File: src/rtl/spm_seq_ctrl.sv
// -----------------------------------------------------------------------------
// spm_seq_ctrl
//   Sequencer for one serial-parallel multiplier (spm) datapath. It accepts an
//   unsigned operand pair, clears the spm, streams the multiplier into spm_y
//   LSB first while holding the multiplicand on spm_x, and deserialises the
//   serial product from spm_p into a 2*WIDTH result.
//
// Parameters
//   WIDTH  operand width in bits (the spm has WIDTH csa cells)
//   P_LAT  cycles from driving y bit k to product bit k appearing on spm_p (1..4)
//
// Ports
//   clk           rising-edge clock
//   rst           synchronous, active-low reset
//   start_valid   operand pair available       start_ready   accepting operands
//   op_a          multiplicand (parallel)      op_b          multiplier (serial)
//   spm_x         parallel operand to spm      spm_y         serial bit to spm
//   spm_rst       spm clear, active low        spm_p         serial product bit
//   result_valid  product available            result_ready  consumer accepts
//   result        unsigned product op_a*op_b
// -----------------------------------------------------------------------------
module spm_seq_ctrl #(
  parameter int WIDTH = 32,
  parameter int P_LAT = 1
) (
  input  logic                 clk,
  input  logic                 rst,
  input  logic                 start_valid,
  output logic                 start_ready,
  input  logic [WIDTH-1:0]     op_a,
  input  logic [WIDTH-1:0]     op_b,
  output logic [WIDTH-1:0]     spm_x,
  output logic                 spm_y,
  output logic                 spm_rst,
  input  logic                 spm_p,
  output logic                 result_valid,
  input  logic                 result_ready,
  output logic [2*WIDTH-1:0]   result
);

  // RUN length: 2*WIDTH product bits plus the datapath latency.
  localparam int N     = 2*WIDTH + P_LAT;
  localparam int CNT_W = $clog2(N + 1);
  localparam logic [CNT_W-1:0] LAST_CNT = CNT_W'(N - 1);
  localparam logic [CNT_W-1:0] CAP_CNT  = CNT_W'(P_LAT);

  typedef enum logic [1:0] {
    S_IDLE  = 2'd0,
    S_CLEAR = 2'd1,
    S_RUN   = 2'd2,
    S_DONE  = 2'd3
  } state_t;

  state_t               r_state;
  state_t               w_state_nxt;
  logic [CNT_W-1:0]     r_cnt;
  logic [WIDTH-1:0]     r_a;
  logic [WIDTH-1:0]     r_b_sh;
  logic [2*WIDTH-1:0]   r_res_sh;
  logic                 w_accept;

  assign w_accept = (r_state == S_IDLE) && start_valid;

  always_ff @(posedge clk) begin
    if (!rst) begin
      r_state <= S_IDLE;
    end else begin
      r_state <= w_state_nxt;
    end
  end

  always_comb begin
    w_state_nxt  = r_state;
    start_ready  = 1'b0;
    result_valid = 1'b0;
    result       = '0;
    spm_y        = 1'b0;
    spm_rst      = 1'b0;
    case (r_state)
      S_IDLE: begin
        start_ready = 1'b1;
        if (start_valid) w_state_nxt = S_CLEAR;
      end
      S_CLEAR: begin
        w_state_nxt = S_RUN;
      end
      S_RUN: begin
        spm_rst = 1'b1;
        spm_y   = r_b_sh[0];
        if (r_cnt == LAST_CNT) w_state_nxt = S_DONE;
      end
      S_DONE: begin
        spm_rst      = 1'b1;
        result_valid = 1'b1;
        result       = r_res_sh;
        if (result_ready) w_state_nxt = S_IDLE;
      end
      default: begin
        w_state_nxt = S_IDLE;
      end
    endcase
  end

  // The multiplicand must stay on spm_x for the whole operation, so it is
  // only reloaded on accept.
  assign spm_x = r_a;

  always_ff @(posedge clk) begin
    if (!rst) begin
      r_cnt    <= '0;
      r_a      <= '0;
      r_b_sh   <= '0;
      r_res_sh <= '0;
    end else if (w_accept) begin
      r_cnt    <= '0;
      r_a      <= op_a;
      r_b_sh   <= op_b;
      r_res_sh <= '0;
    end else if (r_state == S_RUN) begin
      r_cnt  <= r_cnt + CNT_W'(1);
      // Zero-fill supplies the upper WIDTH y bits that flush the carries.
      r_b_sh <= r_b_sh >> 1;
      // The first P_LAT spm_p bits precede product bit 0; skip them.
      if (r_cnt >= CAP_CNT) begin
        r_res_sh <= {spm_p, r_res_sh[2*WIDTH-1:1]};
      end
    end
  end

endmodule

File: config.mk
export PLATFORM = sky130hd
export DESIGN_NAME = spm_seq_ctrl
export DESIGN_NICKNAME = d
export VERILOG_FILES = /design/src/rtl/spm_seq_ctrl.sv
export SDC_FILE = /design/constraint.sdc
export NUM_CORES = 1
export LEC_CHECK = 0
export CAP_MARGIN = 20
export CORE_ASPECT_RATIO = 0.6
export CORE_MARGIN = 2
export CORE_UTILIZATION = 31
export DETAILED_ROUTE_END_ITERATION = 10
export DONT_BUFFER_PORTS = 1
export GPL_TIMING_DRIVEN = 0
export HOLD_SLACK_MARGIN = 0.02
export SYNTH_ARGS = -nofsm -noshare
export SYNTH_HDL_FRONTEND = slang
export SYNTH_SLANG_ARGS = --single-unit
export TNS_END_PERCENT = 100
File: constraint.sdc
create_clock -name clk -period 1.9 [get_ports clk]
set_input_delay 0.38 -clock clk [delete_from_list [all_inputs] [get_ports clk]]
set_output_delay 0.38 -clock clk [all_outputs]
set_load 0.005 [all_outputs]
# [Word level (Yosys, flattened, before mapping)]
# Cells that the tools add are included.
[classes] add_sub_neg=1 n_lt_le_gt_ge=1 eq_ne=7 n_reduce_logical=7 muxes=11 bitwise=1
[op_table] op="$mux W32" count=2
[op_table] op="$mux W64" count=1
[op_table] op="$pmux W2 S4" count=1
[op_table] op="$add A7 B1 Y7 const B" count=1
[op_table] op="$eq A7 B7 Y1 const B" count=1
[op_table] op="$ge A7 B1 Y1 const B" count=1
[op_table] op="$mux W2" count=3
[op_table] op="$ne A2 B2 Y1 const B" count=3
[op_table] op="$eq A2 B2 Y1 const B" count=2
[op_table] op="$mux W1" count=4
[op_table] op="$reduce_or A2 Y1" count=2
[op_table] op="$reduce_and A3 Y1" count=1
[op_table] op="$eq A2 B1 Y1 const B" count=1
[op_table] op="$logic_not A2 Y1" count=1
[op_table] op="$reduce_and A2 Y1" count=1
[op_table] op="$reduce_bool A2 Y1" count=1
[op_table] op="$logic_and A1 B1 Y1" count=1
[op_table] op="$not A1 Y1" count=1
[word_totals] output_inout_bits=100 wordCells=33 inputBits=69 register_bits=137

# [Longest topological paths before layout]
[depth] depth_word=3 ltp_mapped=7 depth_no_buf=5

# [Worst setup path after synthesis]
# Ideal clock, no wire load.
[synth_path] kind="reg-to-reg" start="register r_cnt[1]" end="register r_res_sh[10]" required_time_ns=1.828 arrival_ns=1.640 period_less_slack_ns=1.712 n_path_buf=2 setup_time_ns=0.072 stages_incl_launch_ff=8 path_slack_ns=0.188 cell_sequence="dfxtp_1 inv_1 ha_1 or4_1 o21ai_4 buf_12 buf_12 mux2i_1"
[synth_via] elab_chain_len=2
[synth_rtl] item="start: declaration" line="56" text="logic [CNT_W-1:0] r_cnt;"
[synth_rtl] item="start signal: assignment" line="120" text="r_cnt <= r_cnt + CNT_W'(1);"
[synth_rtl] item="$ge A7 B1 Y1" line="124" text="if (r_cnt >= CAP_CNT) begin"
[synth_rtl] item="$reduce_and A2 Y1 (no source line)"
[synth_rtl] item="end signal: assignment" line="125" text="r_res_sh <= {spm_p, r_res_sh[2*WIDTH-1:1]};"
[synth_rtl] item="end: declaration" line="59" text="logic [2*WIDTH-1:0] r_res_sh;"
# No other way between the ends.
# A chain may end at the register's enable or synchronous reset.

# [Final worst setup path]
[layout_path] start="register r_state[1]" end="output result[33]"
[layout_via] elab_chain_len=2
[layout_rtl] item="start: declaration" line="54" text="state_t r_state;"
[layout_rtl] item="start signal: assignment" line="68" text="r_state <= w_state_nxt;"
[layout_rtl] item="$eq A2 B2 Y1" line="79" text="case (r_state)"
[layout_rtl] item="$mux W64" line="79"
[layout_rtl] item="end: declaration" line="38" text="output logic [2*WIDTH-1:0] result"
# No other way between the ends.

==> summary.md <==
| Metric | Value |
|---|---|
| Post-synthesis cell type count | 29 |
| Largest net degree at the start of global routing | 17 |
| Die area | 0.0203 mm² |
| Root Driver | clkbuf_16 |
| FP Rows | 39 |
| Synth Net Count | 694 |
| Cell family with most CP delay | flip-flops |
| Synth area leader | dfxtp_1 |
| Top cell type's share of synthesized area | 46.2% |
| Area added between synthesis and finish | 21.7% |
| Die span in x | 183 µm |
| Global placement routability congestion | 0.740 |
| Buffers from clock root to sink, at most | 2 |
| Crit Path Max Fanout | 10 |
| # setup viols final | 0 |
| Max-Cap Viols | 0 |
| Worst-skew pair later-pin latency | 0.43 ns |
| Hold buffers post-CTS | 0 |
| Status | finished, final reports clean |
| Overflow after GRT | 0 |
| Worst setup margin | 0.0273 ns |
| Initial Util | 31.4% |
| CP arrival | 1.49 ns |
| DRT Pass-1 Iters | 4 |
| Final period util | 98.6% |
| CP Data Required Time | 1.52 ns |
| H-tree levels | 4 |
| IO buf count | 0 |
| Peak VDD IR | 0.000543 V |
| IO Pins | 169 |
| CTS tree | built |
| Min Tclk post-route | 1.87 ns |
| Routed wire length | 13.9 mm |
| Hold WC Path Type | input port to flop |
| Number of diodes | 0 |
| PwrDens | 1260 mW/mm² |
| Vias | 4186 |
| Most frequent cells in the layout | 167 x nand2_1, 133 x dfxtp_1, 96 x mux2i_1 |
| Cell leakage power | 0.00338 µW |
| WL/cell | 15.3 µm |
| First-pass GRT wire length | 21.3 mm |
| Clk slew on worst S/H paths | 0.06 ns |
| CP Capture Point | result[33] |
| Post-synthesis sequential area ratio | 46.2% |
| Layout Utilization | 38.2% |
| Vias in the first global route | 4006 |
| Crit-path cells | ha_4, clkbuf_16, clkbuf_16, and2_1 |
| Clock tree sinks | 137 |
| Dpl hpwl | 9.84 mm |
| Max-slew violation count | 0 |
| Top cells by area, synth | dfxtp_1 46%, mux2i_1 16%, nand2_1 11% |
| Crit path buffers/inverters | 2 |
| Critical path depth | 4 |
| R2R depth | 5 |
| Fmax | 534 MHz |
| RR Endpoint | r_res_sh[15] |
| FF-to-FF setup slack | 0.05 ns |
| Synthesized flop and latch total | 137 |
| Finished Layout Cells | 907 |
| Placed Cells incl. Taps | 865 |
| RSZ-0062 raised after global routing | yes |
| Cells after synthesis | 619 |
| Setup CP Type | flop to primary output |
| Commonest non-fill, non-tap cell in the layout | nand2_1 |
| Worst Max-Slew Pin Slew | 0.569 ns |
| CP max stage cell | dfxtp_4 |
| Clk_skew | 0.00734 ns |
| Place WS | -0.306 ns |
| Cts bufs inserted | 17 |
| DRT iter0 DRCs | 178 |
| Largest stage delay, worst path | 0.37 ns |
| Syn_area_per_cell | 9.58 µm² |
| Via density | 4.62 |
| Setup crit start | r_state[1] |
| Final hold vios | 0 |
| Crit start category | flop |
| Worst r2r src | r_cnt[2] |
| Slew margin rel. | 62.0% |
| Crit path top cell by count | clkbuf_16 |
| Drt drc | 0 |
| Synth warnings | 0 |
| Fin nets | 725 |
| Die Height | 111 µm |
| Initial antenna violation count | 0 |
| Crit. End Element | primary output |
| Total Routing Usage GR | 13.6% |
| Core ar. | 0.0189 mm² |
| Post-Synthesis Cell Area | 0.00593 mm² |
| Layout cells sized above 1 | 14.8% |
| ANT nets after route | 0 |
cell usage after synthesis:
library cell / n
o21ai_0: 2
o31a_1: 1
dfxtp_1: 137
ha_1: 6
a21oi_1: 2
o21ai_4: 1
mux2i_1: 97
inv_1: 4
buf_1: 6
nand3_1: 2
a2111oi_4: 1
o211a_1: 31
or4_4: 1
nand3b_1: 1
nand2_1: 167
and2_1: 66
or2_2: 1
nor2_1: 5
xor2_1: 3
nor2b_1: 2
a21boi_0: 35
buf_12: 7
or4_1: 1
or3_1: 2
o21a_1: 1
buf_2: 9
xnor2_1: 1
nand4_1: 2
clkbuf_1: 25
power breakdown:
part           switching, µW  internal, µW  total (µW)
logic                   1290          1070        2360
registers                265          3280        3540
clock network           1260          1940        3210
worst min-delay path by stage:
stage                      from      endpoint  slack (ns)  cells after the start
floorplan           r_res_sh[0]   r_res_sh[0]        0.43                      2
global placement    r_res_sh[0]   r_res_sh[0]        0.45                      2
detailed placement  r_res_sh[0]   r_res_sh[0]        0.46                      2
CTS                       spm_p  r_res_sh[63]        0.06                      2
global route           op_a[18]     spm_x[18]        0.08                      2
finish                    spm_p  r_res_sh[63]        0.08                      2
layout make-up:
class	instances	area [µm²]
Tap cell	246	308
Multi-Input combinational cell	431	2950
Fill cell	1892	11700
Timing Repair Buffer	13	215
Inverter	4	20.0
Clock buffer	18	439
Clock inverter	12	126
Sequential cell	137	2760
Buffer	46	408
layer usage:
layer	wire, µm	global-route usage [%]	up-vias
li1	-	-	2145
met1	7100	18.4	1932
met4	174	5.43	0
met3	1060	6.31	12
met5	0	0	-
met2	5540	18.6	97
kinds of logic (layout without fill, tap and decap cells):
logic type | count (synthesis) | count (layout) | synth area share (%)
and+or+nand+nor | 250 | 250 | 19.2
adders and majority gates | 6 | 6 | 1.27
buffers and inverters | 51 | 93 | 5.34
AOI/OAI and AO/OA | 74 | 74 | 11.0
DFF | 137 | 137 | 46.2
xor gates and xnor gates | 4 | 4 | 0.591
muxes | 97 | 97 | 16.4
sequential cells by signal (all words and copies together), names as in the netlist:
name      cells
r_cnt         7
r_b_sh       32
r_state       2
spm_x        32
r_res_sh     64
what timing repair did:
item                       4_1_cts  5_1_grt
setup buffers                    3        4
cloned                           0        6
pin swaps                        2        2
resized for setup               45       24
setup endpoints to repair      166      166
stage by stage:
| stage | cell area (µm²) | power [µW] | hold WS, ns | setup TNS (ns) |
|---|---|---|---|---|
| 2_1_floorplan | 5930 | 5160 | 0.434 | 0 |
| 3_5_place_dp | 6240 | 5670 | 0.460 | -24.23 |
| 3_3_place_gp | 6240 | 5640 | 0.449 | -20.83 |
| 4_1_cts | 6980 | 9150 | 0.0607 | -0.0279 |
| 6_report | 7220 | 9110 | 0.0807 | 0 |
| 5_1_grt | 7220 | 9680 | 0.0832 | -0.595 |
Note: power is estimated with default switching activity, not from simulation.
